`src/rtl/matmat_pkg.sv`:
```
// Shared types and default-configuration widths for the matrix-multiply scheduler.
package matmat_pkg;

  localparam int NUM_REQ_DEF      = 4;
  localparam int ELEMENTS_NUM_DEF = 4;
  localparam int ID_W   = $clog2(NUM_REQ_DEF);
  localparam int BEAT_W = $clog2(ELEMENTS_NUM_DEF * ELEMENTS_NUM_DEF + 1);

  typedef enum logic [2:0] {
    IDLE   = 3'd0,
    ARB    = 3'd1,
    RSTENG = 3'd2,
    STREAM = 3'd3,
    DRAIN  = 3'd4
  } sched_state_t;

endpackage

```
`src/rtl/rr_arbiter.sv`:
```
// Combinational round-robin pick: first set request at or after ptr, wrapping.
module rr_arbiter #(
  parameter int N    = 4,
  parameter int ID_W = 2
) (
  input  logic [N-1:0]    req,
  input  logic [ID_W-1:0] ptr,
  output logic [ID_W-1:0] gnt_id,
  output logic            any
);

  // Scan from the farthest offset down so the nearest requester wins last.
  always_comb begin
    gnt_id = ptr;
    any    = 1'b0;
    for (int i = N - 1; i >= 0; i--) begin
      if (req[ptr + ID_W'(i)]) begin
        any    = 1'b1;
        gnt_id = ptr + ID_W'(i);
      end
    end
  end

endmodule

```
`src/rtl/matmat_sched.sv`:
```
// Shares one serial matrix-multiply engine between NUM_REQ requesters, one job at a time.
//   state  | meaning
//   IDLE   | no job; wait for any request
//   ARB    | round-robin pick of the next owner
//   RSTENG | hold engine reset for RST_CYCLES
//   STREAM | forward owner's beats to the engine
//   DRAIN  | wait for outstanding results (bounded by DRAIN_TIMEOUT)
module matmat_sched
  import matmat_pkg::*;
#(
  parameter int NUM_REQ       = 4,
  parameter int ELEMENTS_NUM  = 4,
  parameter int DATA_WIDTH    = 4,
  parameter int RST_CYCLES    = 2,
  parameter int DRAIN_TIMEOUT = 64
) (
  input  logic                          clk,
  input  logic                          rst,
  input  logic [NUM_REQ-1:0]            req_valid,
  input  logic [NUM_REQ*DATA_WIDTH-1:0] req_data,
  input  logic [NUM_REQ-1:0]            req_last,
  output logic [NUM_REQ-1:0]            req_ready,
  output logic                          eng_rst,
  output logic [DATA_WIDTH-1:0]         eng_in,
  output logic                          eng_valid_in,
  input  logic                          eng_ready_in,
  input  logic                          eng_valid_out,
  output logic                          eng_ready_out,
  output logic                          res_valid,
  input  logic                          res_ready,
  output logic [$clog2(NUM_REQ)-1:0]    res_id,
  output logic                          busy,
  output logic                          proto_err,
  output logic                          timeout_err
);

  localparam int IDW  = $clog2(NUM_REQ);
  localparam int E    = ELEMENTS_NUM;
  localparam int BW   = $clog2(E * E + 1);
  localparam int VPW  = (E > 1) ? $clog2(E) : 1;
  localparam int OUTW = 8;
  localparam int RCW  = $clog2(RST_CYCLES + 1);
  localparam int DCW  = $clog2(DRAIN_TIMEOUT + 1);

  localparam logic [BW-1:0]  MAT_BEATS  = BW'(E * E);
  localparam logic [VPW-1:0] VEC_LAST   = VPW'(E - 1);
  localparam logic [RCW-1:0] RST_LAST   = RCW'(RST_CYCLES - 1);
  localparam logic [DCW-1:0] DRAIN_LAST = DCW'(DRAIN_TIMEOUT - 1);

  sched_state_t    state_q, state_d;
  logic [IDW-1:0]  rr_ptr_q, rr_ptr_d;
  logic [IDW-1:0]  grant_id_q, grant_id_d;
  logic [RCW-1:0]  rst_cnt_q, rst_cnt_d;
  logic [BW-1:0]   beat_cnt_q, beat_cnt_d;
  logic [VPW-1:0]  vec_pos_q, vec_pos_d;
  logic [OUTW-1:0] outstanding_q, outstanding_d;
  logic [DCW-1:0]  drain_cnt_q, drain_cnt_d;
  logic            proto_err_q, proto_err_d;
  logic            timeout_err_q, timeout_err_d;
  logic            retired_q, retired_d;

  logic [IDW-1:0]  arb_gnt;
  logic            arb_any;
  logic            in_stream, in_result, beat, mat_done, at_vec_end;
  logic            vec_done, last_legal, last_illegal, retire;

  rr_arbiter #(.N(NUM_REQ), .ID_W(IDW)) u_arb (
    .req    (req_valid),
    .ptr    (rr_ptr_q),
    .gnt_id (arb_gnt),
    .any    (arb_any)
  );

  always_comb begin
    in_stream    = (state_q == STREAM);
    in_result    = (state_q == STREAM) || (state_q == DRAIN);
    beat         = in_stream && req_valid[grant_id_q] && eng_ready_in;
    mat_done     = (beat_cnt_q == MAT_BEATS);
    at_vec_end   = mat_done && (vec_pos_q == VEC_LAST);
    vec_done     = beat && at_vec_end;
    last_legal   = vec_done && req_last[grant_id_q];
    last_illegal = beat && req_last[grant_id_q] && !at_vec_end;
    // One retire per eng_valid_out high period, on its first accepted cycle.
    retire       = in_result && eng_valid_out && res_ready && !retired_q;
  end

  always_comb begin
    eng_rst       = rst || (state_q == RSTENG);
    eng_valid_in  = in_stream && req_valid[grant_id_q];
    eng_in        = in_stream ? req_data[int'(grant_id_q) * DATA_WIDTH +: DATA_WIDTH] : '0;
    req_ready     = (in_stream && eng_ready_in) ? (NUM_REQ'(1) << grant_id_q) : '0;
    res_valid     = in_result && eng_valid_out;
    eng_ready_out = in_result && res_ready;
    res_id        = in_result ? grant_id_q : '0;
    busy          = (state_q != IDLE);
    proto_err     = proto_err_q;
    timeout_err   = timeout_err_q;
  end

  always_comb begin
    state_d       = state_q;
    rr_ptr_d      = rr_ptr_q;
    grant_id_d    = grant_id_q;
    rst_cnt_d     = rst_cnt_q;
    beat_cnt_d    = beat_cnt_q;
    vec_pos_d     = vec_pos_q;
    outstanding_d = outstanding_q;
    drain_cnt_d   = drain_cnt_q;
    proto_err_d   = proto_err_q;
    timeout_err_d = timeout_err_q;
    retired_d     = eng_valid_out && (retired_q || retire);

    if (vec_done && !retire && (outstanding_q != '1)) begin
      outstanding_d = outstanding_q + 1'b1;
    end else if (retire && !vec_done && (outstanding_q != '0)) begin
      outstanding_d = outstanding_q - 1'b1;
    end

    case (state_q)
      IDLE: begin
        if (|req_valid) state_d = ARB;
      end
      ARB: begin
        if (arb_any) begin
          grant_id_d = arb_gnt;
          rr_ptr_d   = arb_gnt + 1'b1;
          rst_cnt_d  = '0;
          state_d    = RSTENG;
        end else begin
          state_d = IDLE;
        end
      end
      RSTENG: begin
        beat_cnt_d    = '0;
        vec_pos_d     = '0;
        outstanding_d = '0;
        drain_cnt_d   = '0;
        if (rst_cnt_q == RST_LAST) state_d = STREAM;
        else                       rst_cnt_d = rst_cnt_q + 1'b1;
      end
      STREAM: begin
        if (beat) begin
          if (!mat_done) beat_cnt_d = beat_cnt_q + 1'b1;
          else           vec_pos_d  = (vec_pos_q == VEC_LAST) ? '0 : vec_pos_q + 1'b1;
        end
        if (last_illegal) proto_err_d = 1'b1;
        if (last_legal) begin
          drain_cnt_d = '0;
          state_d     = DRAIN;
        end
      end
      DRAIN: begin
        if (outstanding_q == '0) begin
          state_d = ARB;
        end else if (drain_cnt_q == DRAIN_LAST) begin
          timeout_err_d = 1'b1;
          state_d       = ARB;
        end else begin
          drain_cnt_d = drain_cnt_q + 1'b1;
        end
      end
      default: state_d = IDLE;
    endcase
  end

  always_ff @(posedge clk) begin
    if (rst) begin
      state_q       <= IDLE;
      rr_ptr_q      <= '0;
      grant_id_q    <= '0;
      rst_cnt_q     <= '0;
      beat_cnt_q    <= '0;
      vec_pos_q     <= '0;
      outstanding_q <= '0;
      drain_cnt_q   <= '0;
      proto_err_q   <= 1'b0;
      timeout_err_q <= 1'b0;
      retired_q     <= 1'b0;
    end else begin
      state_q       <= state_d;
      rr_ptr_q      <= rr_ptr_d;
      grant_id_q    <= grant_id_d;
      rst_cnt_q     <= rst_cnt_d;
      beat_cnt_q    <= beat_cnt_d;
      vec_pos_q     <= vec_pos_d;
      outstanding_q <= outstanding_d;
      drain_cnt_q   <= drain_cnt_d;
      proto_err_q   <= proto_err_d;
      timeout_err_q <= timeout_err_d;
      retired_q     <= retired_d;
    end
  end

endmodule
```
`config.mk`:
```
export PLATFORM = sky130hd
export DESIGN_NAME = matmat_sched
export DESIGN_NICKNAME = d
export VERILOG_FILES = /design/src/rtl/matmat_pkg.sv /design/src/rtl/rr_arbiter.sv /design/src/rtl/matmat_sched.sv
export SDC_FILE = /design/constraint.sdc
export NUM_CORES = 1
export LEC_CHECK = 0
export ABC_AREA = 1
export BUFFER_PORTS_ARGS = -buffer_cell sky130_fd_sc_hd__clkbuf_2
export CAP_MARGIN = 30
export CORE_MARGIN = 1.5
export CORE_UTILIZATION = 42
export CTS_BUF_LIST = sky130_fd_sc_hd__clkbuf_8
export DETAILED_ROUTE_END_ITERATION = 8
export HOLD_SLACK_MARGIN = 0.12
export PLACE_DENSITY = 0.72
export SLEW_MARGIN = 20
export SYNTH_ARGS = -nofsm -noshare
export SYNTH_HDL_FRONTEND = slang
export SYNTH_HIERARCHICAL = 1
export SYNTH_SLANG_ARGS = --single-unit
```
`constraint.sdc`:
```
create_clock -name clk -period 3 [get_ports clk]
set_clock_uncertainty 0.2 [all_clocks]
set_input_delay 0.6 -clock clk [delete_from_list [all_inputs] [get_ports clk]]
set_output_delay 0.6 -clock clk [all_outputs]
set_load 0.02 [all_outputs]
```
==> flow_summary.yaml, run 1 <==
routing:
  drt_first_iter_violations: 100
  drtPass1Iterations: 4
  wl_per_cell_um: 11.3
  viasPerCell: 4.97
  met3_length_um: 139
  drt-met1-wl_um: 2760
  remaining_drc_errors: 0
  num_vias: 2523
  antenna_left: 0
  wl_um: 5720
  wl_met2_um: 2750
  topRoutingLayerUsed: "met4"
worst_setup_path:
  reg2reg_slack_ps: 390
  crit_start: "beat_cnt_q[0]"
  crit_arrival_ps: 2590
  worst-setup-path-type: "reg -> reg"
  reg2reg_depth: 18
  worstReg2RegStart: "beat_cnt_q[0]"
  endpoint_kind: "register"
  crit_required_ps: 2980
  cp-start-kind: "register"
  r2r-end: "outstanding_q[7]"
  crit_end: "outstanding_q[7]"
  cp_max_fo: 11
cells_and_area:
  final_core_util: 0.497
  area_delta_synth_final_pct: 15.6
  layout.nets: 475
  fillCellCount: 598
  antenna_cells: 0
  drive_gt1_frac: 0.224
  post_layout_nonfiller_instances: 508
sta:
  finalCriticalPeriod_ps: 2610
  fmax_ghz: 0.383
  rsz0062_at_grt: "false"
  slew_headroom: 0.731
  tns_ps: 0
  worst_pin_slew_ps: 403
  slew_violations: 0
  setup_viol: 0
  fin_crit_sh: 0.870
  finalHoldViolCount: 0
clock_tree:
  cts-buffers-inserted: 5
  cts.clk_slew.worst_paths_ps: 70
  clk_latency_ps: 290
  cts-root-buf: "clkbuf_8"
  htreeDepth: 2
  clock_sinks: 34
  post_cts_buffers: 0
  clockBufferDepth: 2
  cts_tree: "yes"
die:
  fp-row-count: 28
  start_util: 0.430
  core_area_sq_um: 5890
  die_w_um: 80.7
  die-area_sq_um: 6510
  die_y_um: 80.7
  io_pins: 46
place:
  io_buffers: 45
  dp_cells: 500
  dp_hpwl_um: 4420
  gp_congestion: 0.833
outcome:
  status: "complete, no violations"
flow_run:
  cap_violations: 0
logic_synthesis:
  syn_area_per_cell_sq_um: 6.60
  yosys.area.top_type: "dfxtp_1"
  syn-num-nets: 427
  ys_seq_area_frac: 0.269
  ys_async_sr_fraction: 0
  yosys_warnings: 6
  ys_seq_elements: 34
  netlist_area_sq_um: 2530
  synth-edff-count: 0
  synth.most_common_cell: "nand2_1"
  ys_top_cells_by_area: "dfxtp_1, nand2_1, nor2_1"
  synth_ff_type: "dfxtp_1"
  post-synth-top-area-fraction: 0.269
  yosysUniqueCellTypes: 39
  synthCells: 384
  synth_common_cells: "nand2_1, nor2_1, inv_1"
grt:
  grt_pass1_wl_um: 9970
  track_usage: 0.194
  grt_start_max_net_pins: 18
  grt_antenna_before_repair: 0
  grt_overflow: 0
  grt_pass1_vias: 2338
power_and_ir_drop:
  peakVddDrop_v: 0.000312
  p_leak_nw: 1.41
  power_density_nw_per_um2: 623
hold_path:
  min_path_type: "reg -> reg"
through the flow:
stage          power, mW  setup slack [ps]  hold WS (ps)  cell area [sq um]
6_report            1.82               391           272               2930
5_1_grt             1.99              76.2           303               2930
4_1_cts             1.82               263           280               2910
3_5_place_dp        1.47               122           269               2820
3_3_place_gp        1.46               178           255               2820
2_1_floorplan       1.30               494           243               2530
logic make-up after synthesis:
kind of cell / after synthesis / synth area share
compound gates: 65 / 0.146
xor+xnor: 10 / 0.0346
fa+ha+maj: 14 / 0.0721
buf+inv: 60 / 0.0993
flops: 34 / 0.269
simple gates: 201 / 0.379
per-layer routing:
metal	up-vias	GRT usage
met2	26	0.339
met5	-	0
met3	7	0.0386
met1	1143	0.238
met4	0	0.0586
li1	1347	-
layout make-up:
| cell class | instances | area, sq um | share of cell area |
|---|---|---|---|
| clock buffer | 6 | 82.6 | 0.0282 |
| multi-input combinational | 290 | 1610 | 0.551 |
| tap | 75 | 93.8 | 0.0321 |
| inverter | 54 | 205 | 0.0701 |
| sequential | 34 | 683 | 0.233 |
| timing repair buffer | 47 | 240 | 0.0821 |
| clock inverter | 2 | 8.76 | 0.00299 |
worst min-delay path by stage:
| stage | endpoint | slack, ps | depth (start not counted) | from |
|---|---|---|---|---|
| 2_1_floorplan | rst_cnt_q[1] | 240 | 2 | rst_cnt_q[1] |
| 3_3_place_gp | proto_err | 260 | 2 | proto_err |
| 3_5_place_dp | rst_cnt_q[1] | 270 | 2 | rst_cnt_q[1] |
| 4_1_cts | rst_cnt_q[1] | 280 | 2 | rst_cnt_q[1] |
| 5_1_grt | vec_pos_q[1] | 300 | 2 | vec_pos_q[1] |
| 6_report | rst_cnt_q[1] | 270 | 2 | rst_cnt_q[1] |
registers in the layout, summed over array words and instances, names as in the netlist:
signal         count
drain_cnt_q        7
state_q            3
rst_cnt_q          2
rr_ptr_q           2
grant_id_q         2
retired_q          1
timeout_err        1
vec_pos_q          2
outstanding_q      8
proto_err          1
beat_cnt_q         5
repair_timing:
| item | 4_1_cts | 5_1_grt |
|---|---|---|
| hold buffers | 0 | 0 |
| resized for setup | 0 | 5 |
| endpoints found under the setup margin | 0 | 1 |
power breakdown:
part	leakage [nW]	switching [mW]	internal [mW]	total, mW
clock network	0.0524	0.168	0.182	0.350
registers	0.276	0.0955	0.511	0.606
logic	1.08	0.571	0.297	0.868
total	1.41	0.834	0.990	1.82
layout by cell type, fill, tap and decap left out, types with 2 or more instances in the layout:
cell type,synthesis,layout
ha_1,13,12
nand3b_1,2,2
nor2_2,4,3
a21oi_1,30,30
nand2_1,88,88
nand3_1,22,22
o21ai_1,6,6
o21a_1,2,2
nor2_1,47,47
dfxtp_2,0,2
inv_1,43,44
clkbuf_2,0,45
nand2_2,7,6
nand2_4,3,4
dfxtp_1,34,32
a31oi_1,3,3
clkbuf_8,0,6
nand3_2,9,9
inv_2,10,10
a22oi_1,8,8
buf_4,0,2
o21ai_0,10,10
xnor2_1,3,3
nand4_1,4,4
nor2_4,2,3
nor3_1,7,7
xor2_1,7,7
a211oi_1,2,2
critical path, stage by stage (launching register included):
cell and delay, ps:
dfxtp_1 370, inv_1 80, ha_1 200, nand2_1 60, inv_1 50, nand3_1 90, inv_1 60, nand3_2 90
inv_2 60, nand2_4 140, ha_2 330, a21oi_1 130, nand2_1 110, nand3_1 80, nand3_1 80, inv_1 60
nand3_1 80, a21oi_1 170, nor2_1 70
Note: power is estimated with default switching activity, not from simulation.
==> run 2, diff against run 1 <==
Settings changed: CORE_ASPECT_RATIO from default to 0.8.
==> run 2 against run 1 <==
Wire length grew 4.9%. First-iteration DRC count fell by 5.0%. Critical path depth down 2. Clock-buffer cell count stayed put. Worst hold slack got worse by 2.9 ps. Sequential share of layout area hardly changed. Global-route usage is 0.35 points higher. Worst setup slack lost 52 ps. Total power is 0.37% lower. Largest power group unchanged. Clock power down 1%. Fmax fell by 2.0%.
==> flow_summary.yaml, run 2 (synthesized netlist as in run 1, its figures left out) <==
worst_setup_path:
  cp_max_fo: 11
  reg2reg_slack_ps: 340
  endpoint_kind: "register"
  crit_start: "state_q[1]"
  r2r-end: "outstanding_q[7]"
  worstReg2RegStart: "state_q[1]"
  crit_arrival_ps: 2640
  crit_required_ps: 2980
  reg2reg_depth: 16
  cp-start-kind: "register"
  worst-setup-path-type: "reg -> reg"
power_and_ir_drop:
  internal_power_mw: 0.983
  p_seq_frac: 0.332
  p_switching_mw: 0.835
  p_clk_frac: 0.190
  power_density_nw_per_um2: 622
  swShare: 0.459
  peakVddDrop_v: 0.000245
  p_leak_nw: 1.40
  comb_power_share: 0.478
sta:
  tns_ps: 0
  fin_crit_sh: 0.887
  finalHoldViolCount: 0
  finalCriticalPeriod_ps: 2660
  rsz0062_at_grt: "false"
  fmax_ghz: 0.376
  slew_violations: 0
  slew_headroom: 0.718
  setup_viol: 0
  worst_pin_slew_ps: 423
cells_and_area:
  top_register: "outstanding_q"
  area_delta_synth_final_pct: 15.3
  stdcell_area_sq_um: 2920
  top_regs: "outstanding_q x8, drain_cnt_q x7, beat_cnt_q x5"
  final_common_cell: "nand2_1"
  multi_input_area_sq_um: 1610
  seqCellArea_sq_um: 681
  final_core_util: 0.497
  fillCellCount: 621
  final_cell_mix: "nand2_1, nor2_1, clkbuf_2, inv_1, dfxtp_1"
  antenna_cells: 0
  drive_gt1_frac: 0.218
  largest_reg_flops: 8
  layout.nets: 474
routing:
  remaining_drc_errors: 0
  wl_per_cell_um: 11.7
  drt_first_iter_violations: 95
  viasPerCell: 4.96
  num_vias: 2547
  drtPass1Iterations: 4
  wl_um: 6000
  antenna_left: 0
place:
  io_buffers: 45
  dp_hpwl_um: 4630
  place_area_sq_um: 2820
  gp_congestion: 0.842
clock_tree:
  clockBufferDepth: 2
  clk_latency_ps: 290
  post_cts_buffers: 0
  htreeDepth: 2
  cts-buffers-inserted: 5
  cts.clk_slew.worst_paths_ps: 60
  cts_tree: "yes"
  clock_sinks: 34
  cts-root-buf: "clkbuf_8"
  hold_buffers: 0
grt:
  grt_pass1_vias: 2377
  track_usage: 0.197
  grt_start_max_net_pins: 18
  grt_antenna_before_repair: 0
  grt_pass1_wl_um: 10400
  grt_overflow: 0
hold_path:
  worst_hold_path.endpoint: "timeout_err"
  min_path_type: "reg -> reg"
  min_path_cells: 1
  hold_start: "timeout_err"
die:
  die_y_um: 72.5
  start_util: 0.431
  fp-row-count: 25
  io_pins: 46
  die-area_sq_um: 6510
  die_w_um: 89.8
  core_area_sq_um: 5880
flow_run:
  cap_violations: 0
outcome:
  status: "complete, no violations"
-- run 2: cell types whose count changed in the layout (fill, tap and decap cells not counted) --
cell,change
dfxtp_2,-2
nor2_2,+1
dfxtp_1,+2
buf_4,-1
nor2_4,-1
-- run 2: routing by layer --
layer / vias to the layer above / share of wire / routed length (um) / global-route usage
met5: - / 0 / 0 / 0
met3: 5 / 0.032 / 192 / 0.0440
li1: 1339 / - / - / -
met1: 1169 / 0.49 / 2920 / 0.253
met4: 0 / 0.0092 / 55 / 0.0547
met2: 34 / 0.47 / 2830 / 0.339
-- run 2: critical path, cell delays in order (launching register included) --
cell and delay (ps):
dfxtp_1 390, nor2_2 260, nand2_4 140, nand2_2 110, nand3_2 70, nand2_1 80, inv_2 50, nand2_4 120
ha_2 330, a21oi_1 150, nand2_1 120, nand3_1 90, nand3_1 90, o21ai_1 170, nand3_1 80, nand2_1 70
nor2_1 40
-- run 2: how the worst max path moves through the flow --
stage / end / slack, ps / cells after the start
final: outstanding_q[7] / 340 / 16
after global routing: outstanding_q[7] / 70 / 18
after CTS: outstanding_q[7] / 250 / 18
after detailed placement: outstanding_q[7] / 90 / 17
after global placement: outstanding_q[7] / 180 / 17
after floorplan: outstanding_q[7] / 490 / 16
-- run 2: layout make-up --
cell class | count | share of cell area
well taps | 81 | 0.0347
clock inverters | 2 | 0.00300
inverters | 54 | 0.0703
repair buffers | 46 | 0.0797
multi-input cells | 290 | 0.551
clock buffers | 6 | 0.0283
flip-flops and latches | 34 | 0.233
-- run 2: timing repair --
item | in CTS | in global routing
resized for setup | 0 | 2
setup endpoints to repair | 0 | 1
endpoints found under the hold margin | 0 | 0
-- run 2: power by group through the flow --
stage	Clock [mW]	Combinational (mW)	Sequential (mW)
6_report	0.345	0.868	0.604
5_1_grt	0.373	1.00	0.612
4_1_cts	0.357	0.863	0.602
3_5_place_dp	0	0.856	0.610
3_3_place_gp	0	0.842	0.610
2_1_floorplan	0	0.728	0.567
-- run 2: metrics by stage --
stage / power (mW) / worst slack, ps / hold slack (ps) / instances
after floorplan: 1.30 / 494 / 243 / 384
after global placement: 1.45 / 176 / 248 / 505
after detailed placement: 1.47 / 91.9 / 262 / 505
after CTS: 1.82 / 253 / 275 / 513
after global routing: 1.99 / 69.6 / 298 / 513
final: 1.82 / 339 / 269 / 513
==> run 3, diff against run 2 <==
--- a/config.mk
+++ b/config.mk
@@ -11,3 +11,3 @@
 export CORE_ASPECT_RATIO = 0.8
-export CORE_MARGIN = 1.5
+export CORE_MARGIN = 2
 export CORE_UTILIZATION = 42
--- a/constraint.sdc
+++ b/constraint.sdc
@@ -4,2 +4,2 @@
 set_output_delay 0.6 -clock clk [all_outputs]
-set_load 0.02 [all_outputs]
+set_load 0.01 [all_outputs]
==> run 3 against run 2 <==
Non-clock buffer count increased by 1. Via count is 0.86% lower. Worst setup slack lost 3.1 ps. Wire length shrank 2.0%. Final area is 0.13% higher. Sequential power about the same. Largest power group unchanged. Highest routed layer unchanged.
==> flow_summary.yaml, run 3 (synthesized netlist as in run 1, its figures left out) <==
sta:
  rsz0062_at_grt: "false"
  slew_headroom: 0.730
  slew_violations: 0
  worst_pin_slew_ps: 404
  setup_viol: 0
  hold-worst-slack_ps: 270
  tns_ps: 0
  fmax_ghz: 0.375
  finalCriticalPeriod_ps: 2660
  finalHoldViolCount: 0
  fin_crit_sh: 0.888
power_and_ir_drop:
  power_density_nw_per_um2: 618
  p_seq_frac: 0.333
  internal_power_mw: 0.984
  p_leak_nw: 1.40
  p_switching_mw: 0.822
  power_mw: 1.81
  comb_power_share: 0.471
  peakVddDrop_v: 0.000277
  swShare: 0.455
  p_clk_frac: 0.196
worst_setup_path:
  worstReg2RegStart: "beat_cnt_q[0]"
  reg2reg_depth: 18
  endpoint_kind: "register"
  cp-start-kind: "register"
  crit_required_ps: 2980
  worst-setup-path-type: "reg -> reg"
  crit_start: "beat_cnt_q[0]"
  r2r-end: "outstanding_q[7]"
  cp_max_fo: 8
  reg2reg_slack_ps: 340
  crit_arrival_ps: 2640
clock_tree:
  clockBufferDepth: 2
  cts.clk_slew.worst_paths_ps: 80
  clock_sinks: 34
  post_cts_buffers: 0
  cts-root-buf: "clkbuf_8"
  htreeDepth: 2
  cts-buffers-inserted: 5
  cts_tree: "yes"
  cts_resized: 0
  clk_latency_ps: 290
  hold_buffers: 0
cells_and_area:
  antenna_cells: 0
  final_cell_mix: "nand2_1, nor2_1, clkbuf_2, inv_1, dfxtp_1"
  top_regs: "outstanding_q x8, drain_cnt_q x7, beat_cnt_q x5"
  post_layout_nonfiller_instances: 514
  area_delta_synth_final_pct: 15.4
  final_common_cell: "nand2_1"
  top_register: "outstanding_q"
  largest_reg_flops: 8
  layout.nets: 475
  drive_gt1_frac: 0.219
place:
  io_buffers: 45
  gp_congestion: 0.910
  dp_cells: 506
  dp_hpwl_um: 4640
die:
  fp-row-count: 25
  die_w_um: 90.8
  io_pins: 46
  start_util: 0.431
  die_y_um: 73.5
  die-area_sq_um: 6670
  core_area_sq_um: 5880
grt:
  grt_start_max_net_pins: 18
  grt_antenna_before_repair: 0
  grt_pass1_wl_um: 10400
  track_usage: 0.190
  grt_pass1_vias: 2366
  grt_overflow: 0
routing:
  antenna_left: 0
  drtPass1Iterations: 4
  drt_first_iter_violations: 112
  wl_um: 5880
  wl_per_cell_um: 11.4
  remaining_drc_errors: 0
  viasPerCell: 4.91
  num_vias: 2525
outcome:
  status: "complete, no violations"
hold_path:
  min_path_cells: 2
  hold_start: "rst_cnt_q[1]"
  worst_hold_path.endpoint: "rst_cnt_q[1]"
  min_path_type: "reg -> reg"
flow_run:
  cap_violations: 0
[run 3: cell types whose count changed in the layout (fill, tap and decap cells not counted), sizes merged]
cell      before  now
buf            1    2
clkinvlp       0    1
inv           55   54
[run 3: worst max-delay path by stage]
stage               cells past startpoint  slack [ps]          endpoint
CTS                                    18         350  outstanding_q[7]
detailed placement                     17         170  outstanding_q[7]
finish                                 18         340  outstanding_q[7]
global placement                       17         230  outstanding_q[7]
floorplan                              16         490  outstanding_q[7]
global route                           18           3  outstanding_q[7]
[run 3: stage by stage]
stage	cell area [sq um]	util	setup slack (ps)
2_1_floorplan	2530	-	494
3_3_place_gp	2830	0.481	229
3_5_place_dp	2830	0.481	170
4_1_cts	2920	0.497	349
5_1_grt	2920	0.497	3.44
6_report	2920	0.497	336
[run 3: layout make-up]
| cell class | instances | area (sq um) |
|---|---|---|
| clock buffer | 6 | 82.6 |
| sequential | 34 | 681 |
| tap | 81 | 101 |
| fill | 614 | 2960 |
| clock inverter | 2 | 12.5 |
| multi-input combinational | 290 | 1600 |
| timing repair buffer | 47 | 240 |
| inverter | 54 | 205 |
[run 3: layer usage]
metal	vias up	global-route usage	share of wire
met5	-	0	0
met4	0	0.0404	0.0095
met3	7	0.0369	0.023
met2	25	0.347	0.48
met1	1145	0.238	0.49
li1	1348	-	-
[run 3: power groups by stage]
stage | clock (mW) | sequential [mW] | combinational, mW
detailed placement | 0 | 0.612 | 0.843
global route | 0.377 | 0.614 | 0.973
floorplan | 0 | 0.567 | 0.708
CTS | 0.358 | 0.602 | 0.847
global placement | 0 | 0.608 | 0.823
finish | 0.354 | 0.602 | 0.850
[run 3: critical path: stages (launching register included)]
cell and delay, ps:
dfxtp_1 340, inv_1 90, ha_1 140, nand2_1 50
inv_1 60, nand3_1 90, inv_1 90, nand3_2 90
inv_2 90, nand2_2 140, ha_1 370, a21oi_1 150
nand2_1 110, nand3_1 80, nand3_1 80, o21ai_1 180
nand3_1 90, nand2_1 60, nor2_1 30
